===== src/rtl/uart_tx_arbiter.sv =====
// Two-requester UART TX arbiter with message-granularity round-robin and idle timeout,
// feeding a built-in 8N1 serializer that drives the shared uart_tx pad.
module uart_tx_arbiter #(
  parameter int CLKS_PER_BIT   = 104,
  parameter int TIMEOUT_CYCLES = 1200000
) (
  input  logic       clk,
  input  logic       reset,
  input  logic       req0_valid,
  input  logic [7:0] req0_data,
  input  logic       req0_last,
  output logic       req0_ready,
  input  logic       req1_valid,
  input  logic [7:0] req1_data,
  input  logic       req1_last,
  output logic       req1_ready,
  output logic       uart_tx,
  output logic [1:0] grant,
  output logic       busy,
  output logic       timeout_pulse
);

  localparam int DATA_W = 8;
  localparam int BAUD_W = (CLKS_PER_BIT > 1) ? $clog2(CLKS_PER_BIT) : 1;
  localparam int TO_W   = $clog2(TIMEOUT_CYCLES + 1);
  localparam logic [BAUD_W-1:0] BAUD_LAST = BAUD_W'(CLKS_PER_BIT - 1);
  localparam logic [TO_W-1:0]   TO_LAST   = TO_W'(TIMEOUT_CYCLES - 1);

  typedef enum logic [1:0] {S_IDLE, S_START, S_DATA, S_STOP} ser_state_t;
  typedef enum logic {ARB_IDLE, ARB_LOCKED} arb_state_t;

  ser_state_t        ser_state;
  arb_state_t        arb_state;
  logic              owner;
  logic              rr_ptr;
  logic [TO_W-1:0]   to_cnt;
  logic [BAUD_W-1:0] baud_cnt;
  logic [2:0]        bit_idx;
  logic [DATA_W-1:0] tx_byte;

  logic              ser_idle;
  logic              xfer0;
  logic              xfer1;
  logic              xfer;
  logic              xfer_src;
  logic [DATA_W-1:0] xfer_data;
  logic              xfer_last;
  logic              owner_valid;

  assign ser_idle = (ser_state == S_IDLE);
  assign busy     = !ser_idle;

  // Ready is offered only while the serializer is idle; a locked owner is offered
  // ready regardless of its valid, which keeps the other requester fully shut out.
  always_comb begin
    req0_ready = 1'b0;
    req1_ready = 1'b0;
    if (ser_idle) begin
      if (arb_state == ARB_LOCKED) begin
        req0_ready = !owner;
        req1_ready = owner;
      end else if (req0_valid && req1_valid) begin
        req0_ready = !rr_ptr;
        req1_ready = rr_ptr;
      end else begin
        req0_ready = req0_valid;
        req1_ready = req1_valid;
      end
    end
  end

  assign xfer0       = req0_valid && req0_ready;
  assign xfer1       = req1_valid && req1_ready;
  assign xfer        = xfer0 || xfer1;
  assign xfer_src    = xfer1;
  assign xfer_data   = xfer1 ? req1_data : req0_data;
  assign xfer_last   = xfer1 ? req1_last : req0_last;
  assign owner_valid = owner ? req1_valid : req0_valid;

  // Arbiter: ownership, round-robin pointer and idle timeout
  always_ff @(posedge clk) begin
    if (reset) begin
      arb_state     <= ARB_IDLE;
      owner         <= 1'b0;
      rr_ptr        <= 1'b0;
      grant         <= 2'b00;
      to_cnt        <= '0;
      timeout_pulse <= 1'b0;
    end else begin
      timeout_pulse <= 1'b0;
      case (arb_state)
        ARB_IDLE: begin
          to_cnt <= '0;
          if (xfer) begin
            if (xfer_last) begin
              rr_ptr <= !xfer_src;
            end else begin
              arb_state <= ARB_LOCKED;
              owner     <= xfer_src;
              grant     <= xfer_src ? 2'b10 : 2'b01;
            end
          end
        end
        ARB_LOCKED: begin
          if (xfer) begin
            to_cnt <= '0;
            if (xfer_last) begin
              arb_state <= ARB_IDLE;
              grant     <= 2'b00;
              rr_ptr    <= !owner;
            end
          end else if (ser_idle && !owner_valid) begin
            if (to_cnt == TO_LAST) begin
              arb_state     <= ARB_IDLE;
              grant         <= 2'b00;
              rr_ptr        <= !owner;
              to_cnt        <= '0;
              timeout_pulse <= 1'b1;
            end else begin
              to_cnt <= to_cnt + 1'b1;
            end
          end
        end
      endcase
    end
  end

  // Byte latch: captured only at the transfer edge, no reset needed
  always_ff @(posedge clk) begin
    if (xfer) begin
      tx_byte <= xfer_data;
    end
  end

  // Serializer: START, 8 data bits LSB first, STOP, each CLKS_PER_BIT cycles
  always_ff @(posedge clk) begin
    if (reset) begin
      ser_state <= S_IDLE;
      baud_cnt  <= '0;
      bit_idx   <= '0;
      uart_tx   <= 1'b1;
    end else begin
      case (ser_state)
        S_IDLE: begin
          if (xfer) begin
            ser_state <= S_START;
            baud_cnt  <= '0;
            uart_tx   <= 1'b0;
          end
        end
        S_START: begin
          if (baud_cnt == BAUD_LAST) begin
            baud_cnt  <= '0;
            bit_idx   <= '0;
            ser_state <= S_DATA;
            uart_tx   <= tx_byte[0];
          end else begin
            baud_cnt <= baud_cnt + 1'b1;
          end
        end
        S_DATA: begin
          if (baud_cnt == BAUD_LAST) begin
            baud_cnt <= '0;
            bit_idx  <= bit_idx + 3'd1;
            if (bit_idx == 3'd7) begin
              ser_state <= S_STOP;
              uart_tx   <= 1'b1;
            end else begin
              uart_tx <= tx_byte[bit_idx + 3'd1];
            end
          end else begin
            baud_cnt <= baud_cnt + 1'b1;
          end
        end
        S_STOP: begin
          if (baud_cnt == BAUD_LAST) begin
            baud_cnt  <= '0;
            ser_state <= S_IDLE;
          end else begin
            baud_cnt <= baud_cnt + 1'b1;
          end
        end
        default: ser_state <= S_IDLE;
      endcase
    end
  end

endmodule


===== config.mk =====
export PLATFORM = sky130hd
export DESIGN_NAME = uart_tx_arbiter
export DESIGN_NICKNAME = d
export VERILOG_FILES = /design/src/rtl/uart_tx_arbiter.sv
export SDC_FILE = /design/constraint.sdc
export NUM_CORES = 1
export LEC_CHECK = 0
export CAP_MARGIN = 20
export CORE_ASPECT_RATIO = 1.5
export CORE_MARGIN = 10
export CORE_UTILIZATION = 50
export CTS_CLUSTER_DIAMETER = 80
export DETAILED_ROUTE_END_ITERATION = 12
export MAX_ROUTING_LAYER = met4
export PLACE_DENSITY = 0.76
export SYNTH_ARGS = -nofsm -noshare
export SYNTH_HDL_FRONTEND = slang
export SYNTH_SLANG_ARGS = --single-unit

===== constraint.sdc =====
create_clock -name clk -period 5.1 [get_ports clk]
set_input_delay 1.02 -clock clk [delete_from_list [all_inputs] [get_ports clk]]
set_output_delay 1.02 -clock clk [all_outputs]
set_load 0.01 [all_outputs]

==> run metrics, run 1 <==
Antenna Cells=0; worst hold start=baud_cnt[1]$_SDFFE_PP0P_; nature of the critical path startpoint=input port; CTS Buf Count=5; status=finished, final reports clean; Post-synth EDFFs=8; Required @ worst endpoint=4.08 ns; layout cells sized above 1=7.57%; clock root buffer=clkbuf_8; library cells used by synthesis=49; PortBufs=28; worst reg2reg path endpoint=to_cnt[15]$_SDFFE_PP0P_; Static Leakage=0.969 nW; DIE AREA=a little over 8000 sq um; CTS tree=done; Clk pin slew, worst setup/hold paths=approximately 0.080 ns; Hold Path Depth=2; postcts setup bufs=0; largest cells by area after synthesis=dfxtp_1 32%, edfxtp_1 9.6%, nor2_1 6.9%; most common cell after layout, fill and taps aside=nor2_1; peak supply drop=0.000156 V; RR Startpoint=ser_state[1]$_SDFFE_PP0P_; flip-flop and latch count after synthesis=48; Tmin final=3.57 ns; clock share of power=20.4%; Core Area=4850 sq um; Hold/Removal Path Class=flip-flop to flip-flop; DIE WIDTH=77.7 um; Critical Path AT=2.55 ns; highest-count cells in the layout ignoring fill and taps=46 x nor2_1, 40 x dfxtp_1, 28 x clkdlybuf4s50_1; Hold Vio Cnt, Final=0; Yosys top cell area share=32.0%; Overall Power=1.14 mW; Ys Warns=0; P_int=744 uW; Hold Buf Count CTS=0; crit path max fanout=7; post-DP HPWL=3.93 mm; routed vias/inst=5.48; sequential power share=43.1%; post-synth top area cell=dfxtp_1; Placer Congestion=between 0.8 and 0.9; WL/cell=13.9 um; FF-to-FF path depth=7; Crit. End Element=output port; Final #Nets=334; I/O pin total=29; vias in the first global route=1978; Initial Util=51.5%; endpoints failing setup=0; DRT iter0 DRCs=approximately 120; Async SR Flop Fraction=0%; pin count of the biggest net entering global routing=19; drc violations=0; vertical die dimension=107 um; initial antenna violation count=0; Pre-antenna DRT Iters=5; switching pwr=just under 400 uW; Overflow after GRT=0; clock skew=0.0116 ns; Tcrit/Tclk final=between 70 and 80%; Max Slew Vio Count=0; worst-skew pair later-pin latency=0.30 ns; Longest Clk Path Bufs=2; placement row count=31; synthesized area per cell=9.15 sq um; Post-Syn Area=2500 sq um; Top FF cell, synth=dfxtp_1; Max Cap Violations=0; post-cts resize count=0; Hold Path Sink=baud_cnt[1]$_SDFFE_PP0P_; Syn Inst Count=273; Gate power share=between 30% and 40%; Max Clk Rate=0.280 GHz; Routed Antenna Nets=0; post-synthesis sequential area ratio=between 40% and 50%; CTS Sinks=48; Layout area overhead=16.9%; Slew HR=35.1%; Vias=2028; gr usage total=13.0%; RSZ-0062 raised after global routing=false; Synth Net Count=around 300; slew of the pin with the lowest slew margin=0.967 ns; H-tree Lvls=2; pwr dens=389 nW/um^2; first-pass GRT wire length=8.91 mm; Sw Ratio=34.5%; Worst R2R Setup Slack=2.57 ns; Crit Path Class=input port to output port; setup TNS=0 ns; drt total wl=5.13 mm
through the flow:
| stage | hold slack [ns] | util, % | cell area, sq um | instances | setup slack [ns] |
|---|---|---|---|---|---|
| after floorplan | 0.444 | - | 2500 | 273 | 2.57 |
| after global placement | 0.457 | 58.3 | 2830 | 362 | 1.54 |
| after detailed placement | 0.463 | 58.3 | 2830 | 362 | 1.53 |
| after CTS | 0.474 | 60.3 | 2920 | 370 | 1.52 |
| after global routing | 0.513 | 60.3 | 2920 | 370 | 1.39 |
| final | 0.476 | 60.3 | 2920 | 370 | 1.53 |
cells by family (layout without fill, tap and decap cells):
kind of cell	Yosys count	in the layout	share of synthesized area [%]
compound gates	37	37	9.56
xor+xnor	24	24	8.41
fa+ha+maj	9	9	4.51
buf+inv	14	45	2.85
flops	48	48	41.7
mux	15	15	7.41
simple gates	126	126	25.6
routing by layer:
metal / share of wire [%] / global-route usage [%]
met5: 0 / -
met4: 1.4 / 4.32
met3: 4.3 / 2.84
met2: 52 / 22.5
met1: 42 / 14.5
worst max-delay path by stage:
stage,start,to
6_report,req0_valid,req1_ready
5_1_grt,req0_valid,req1_ready
4_1_cts,req0_valid,req1_ready
3_5_place_dp,req0_valid,req1_ready
3_3_place_gp,req0_valid,req1_ready
2_1_floorplan,req0_valid,req1_ready
power groups by stage:
stage / Combinational [mW] / Clock, mW / Sequential, mW
detailed placement: 0.414 / 0 / 0.499
finish: 0.415 / 0.231 / 0.490
global placement: 0.402 / 0 / 0.498
global route: 0.460 / 0.256 / 0.496
floorplan: 0.294 / 0 / 0.485
CTS: 0.416 / 0.238 / 0.490
worst max-delay path, stage by stage:
cell,delay [ns]
clkdlybuf4s50_1,0.49
nor2b_1,0.17
nor3b_1,0.17
a21oi_1,0.06
nor2_1,0.10
clkdlybuf4s50_1,0.54
cell usage after synthesis (all sizes together), types with 2 or more instances:
library cell and number:
nor2 46, dfxtp 40, xor2 9, o31a 2
or3 2, nor2b 4, o31ai 2, edfxtp 8
nand4 9, nor3b 2, o21ai 7, nand2 16
nor3 10, and2 4, and3 3, mux4 2
nand3 14, mux2 8, a211oi 2, mux2i 5
and4 4, a21oi 12, clkbuf 3, nor4 2
a22oi 2, ha 9, o22ai 2, buf 3
xnor2 15, inv 8, nand2b 4, nand3b 2
cell type report:
type / count / area, sq um
Fill cell: 435 / 1930
Clock inverter: 1 / 7.51
Inverter: 8 / 30.0
Sequential cell: 48 / 1040
Timing Repair Buffer: 29 / 288
Multi-Input combinational cell: 211 / 1390
Clock buffer: 7 / 86.3
Tap cell: 66 / 82.6
sequential cells by signal, indices dropped and copies added (netlist names):
name           flops
bit_idx            3
timeout_pulse      1
baud_cnt           7
to_cnt            21
owner              1
grant              2
rr_ptr             1
uart_tx            1
arb_state          1
ser_state          2
tx_byte            8
(Power assumes the default switching activity.)
==> run 2, diff against run 1 <==
PLACE_DENSITY = 0.79   (was 0.76)
clock period = 3.2 ns   (was 5.1 ns; I/O delays follow)
==> run metrics, run 2 (synthesis gave the netlist of run 1 again) <==
Critical Path Start=req0_valid (unchanged); Vias=2043 (was 2028); CTS tree=done (unchanged); Routed Antenna Nets=0 (unchanged); CTS Buf Count=5 (unchanged); drt total wl=5.28 mm (was 5.13 mm); Layout area overhead=17.9% (was 16.9%); FF-to-FF path depth=5 (was 7); Core Area=4850 sq um (unchanged); post-cts resize count=0 (unchanged); Max Slew Vio Count=0 (unchanged); Hold Vio Cnt, Final=0 (unchanged); first-pass GRT wire length=9.20 mm (was 8.91 mm); clock skew=0.0120 ns (was 0.0116 ns); Hold Buf Count CTS=0 (unchanged); DIE AREA=8280 sq um (unchanged); Tmin final=approximately 2.8 ns; Fill cells=428 (was 435); CP endpoint=req1_ready (unchanged); initial antenna violation count=0 (unchanged); gr usage total=13.4% (was 13.0%); Overflow after GRT=0 (unchanged); drc violations=0 (unchanged); Initial Util=51.5% (unchanged); layout cells sized above 1=8.79% (was 7.57%); H-tree Lvls=2 (unchanged); Overall Power=1.82 mW (was 1.14 mW); pin count of the biggest net entering global routing=19 (unchanged); worst reg2reg path endpoint=arb_state$_SDFF_PP0_ (was to_cnt[15]$_SDFFE_PP0P_); most common cell after layout, fill and taps aside=nor2_1 (unchanged); final core utilization=60.8% (was 60.3%); Final Cell Area=2950 sq um (was 2920 sq um); Max Clk Rate=0.355 GHz; top flop regs=to_cnt: 21 flops, tx_byte: 8 flops, baud_cnt: 7 flops (unchanged); number of flip-flops in the largest register=21 (unchanged); Final #Nets=337 (was 334); Area after DPL=2850 sq um (was 2830 sq um); Hold/Removal Path Class=flip-flop to flip-flop (unchanged); status=finished, final reports clean (unchanged); Crit Path Class=input port to output port (unchanged); RR Startpoint=to_cnt[7]$_SDFFE_PP0P_ (was ser_state[1]$_SDFFE_PP0P_); Max Cap Violations=0 (unchanged); slew of the pin with the lowest slew margin=0.562 ns (was 0.967 ns); post-DP HPWL=4.08 mm (was 3.93 mm); Clk pin slew, worst setup/hold paths=0.09 ns (was 0.08 ns); routed vias/inst=5.48 (about the same); Critical Path AT=2.18 ns (was 2.55 ns); CP most frequent cell=clkdlybuf4s50_1 (unchanged); worst-skew pair later-pin latency=0.30 ns (about the same); Longest Clk Path Bufs=2 (unchanged); setup TNS=0 ns (unchanged); WL/cell=14.2 um (was 13.9 um); Slew HR=62.5% (was 35.1%); peak supply drop=0.000293 V (was 0.000156 V); pwr dens=618 nW/um^2 (was 389 nW/um^2); I/O pin total=29 (unchanged); Pre-antenna DRT Iters=4 (was 5); Antenna Cells=0 (unchanged); vias in the first global route=2050 (was 1978); vertical die dimension=107 um (unchanged); Static Leakage=0.992 nW (was 0.969 nW); Tcrit/Tclk final=~88%; endpoints failing setup=0 (unchanged); Required @ worst endpoint=2.56 ns (was 4.08 ns); DRT iter0 DRCs=133 (was 121); postcts setup bufs=0 (unchanged); Crit. End Element=output port (unchanged); clock root buffer=clkbuf_8 (unchanged); Top reg by flops=to_cnt (unchanged); crit-path max cell delay=0.54 ns (about the same); crit path max fanout=7 (unchanged); CTS Sinks=48 (unchanged); placement row count=31 (unchanged); DIE WIDTH=77.7 um (unchanged); RSZ-0062 raised after global routing=false (unchanged); PortBufs=28 (unchanged); nature of the critical path startpoint=input port (unchanged); highest-count cells in the layout ignoring fill and taps=46 x nor2_1, 40 x dfxtp_1, 28 x clkdlybuf4s50_1 (unchanged); Final Hold Slack=0.486 ns (was 0.476 ns); critical-path cell list=clkdlybuf4s50_1 -> nor2b_1 -> nor3b_1 -> a21oi_1 -> nor2_1 -> clkdlybuf4s50_1 (unchanged); Worst R2R Setup Slack=0.85 ns (was 2.57 ns); critical path's slowest cell=clkdlybuf4s50_1 (unchanged); Placer Congestion=0.810 (was 0.824)
==> run 2: final cells by class <==
type | count | area [sq um] | share of cell area (%)
sequential | 48 | 1040 | 35.3
multi-input combinational | 211 | 1390 | 47.0
inverter | 8 | 30.0 | 1.02
clock inverter | 2 | 13.8 | 0.467
clock buffer | 6 | 82.6 | 2.80
timing repair buffer | 32 | 310 | 10.5
tap | 66 | 82.6 | 2.80
==> run 2: critical path, delay by kind of cell <==
kind | cells | cell delay, ns
AOI/OAI and AO/OA | 1 | 0.06
and+or+nand+nor | 3 | 0.44
buffers and inverters | 2 | 1.04
==> run 2: worst min-delay path by stage <==
stage	startpoint	to	cells past startpoint
CTS	baud_cnt[1]$_SDFFE_PP0P_	baud_cnt[1]$_SDFFE_PP0P_	2
global route	bit_idx[2]$_SDFFE_PP0P_	bit_idx[2]$_SDFFE_PP0P_	2
detailed placement	baud_cnt[1]$_SDFFE_PP0P_	baud_cnt[1]$_SDFFE_PP0P_	2
floorplan	baud_cnt[1]$_SDFFE_PP0P_	baud_cnt[1]$_SDFFE_PP0P_	2
finish	baud_cnt[1]$_SDFFE_PP0P_	baud_cnt[1]$_SDFFE_PP0P_	2
global placement	bit_idx[2]$_SDFFE_PP0P_	bit_idx[2]$_SDFFE_PP0P_	2
==> run 2: power breakdown <==
group / switching (mW) / total (mW) / leakage, nW / internal (mW)
Sequential: 0.0660 / 0.781 / 0.402 / 0.715
Combinational: 0.361 / 0.665 / 0.538 / 0.304
Clock: 0.198 / 0.375 / 0.0516 / 0.177
Total: 0.626 / 1.82 / 0.992 / 1.20
==> run 2: stage by stage <==
stage / setup WS [ns] / std cells
after floorplan: 1.05 / 273
after global placement: 0.388 / 365
after detailed placement: 0.368 / 365
after CTS: 0.363 / 373
after global routing: 0.241 / 373
final: 0.382 / 373
==> run 2: per-layer routing <==
metal	global-route usage [%]	vias to the layer above	share of wire, %
met3	2.76	5	2.4
met4	2.75	0	0.80
li1	-	1045	-
met1	14.3	970	42
met5	-	-	0
met2	24.7	23	54
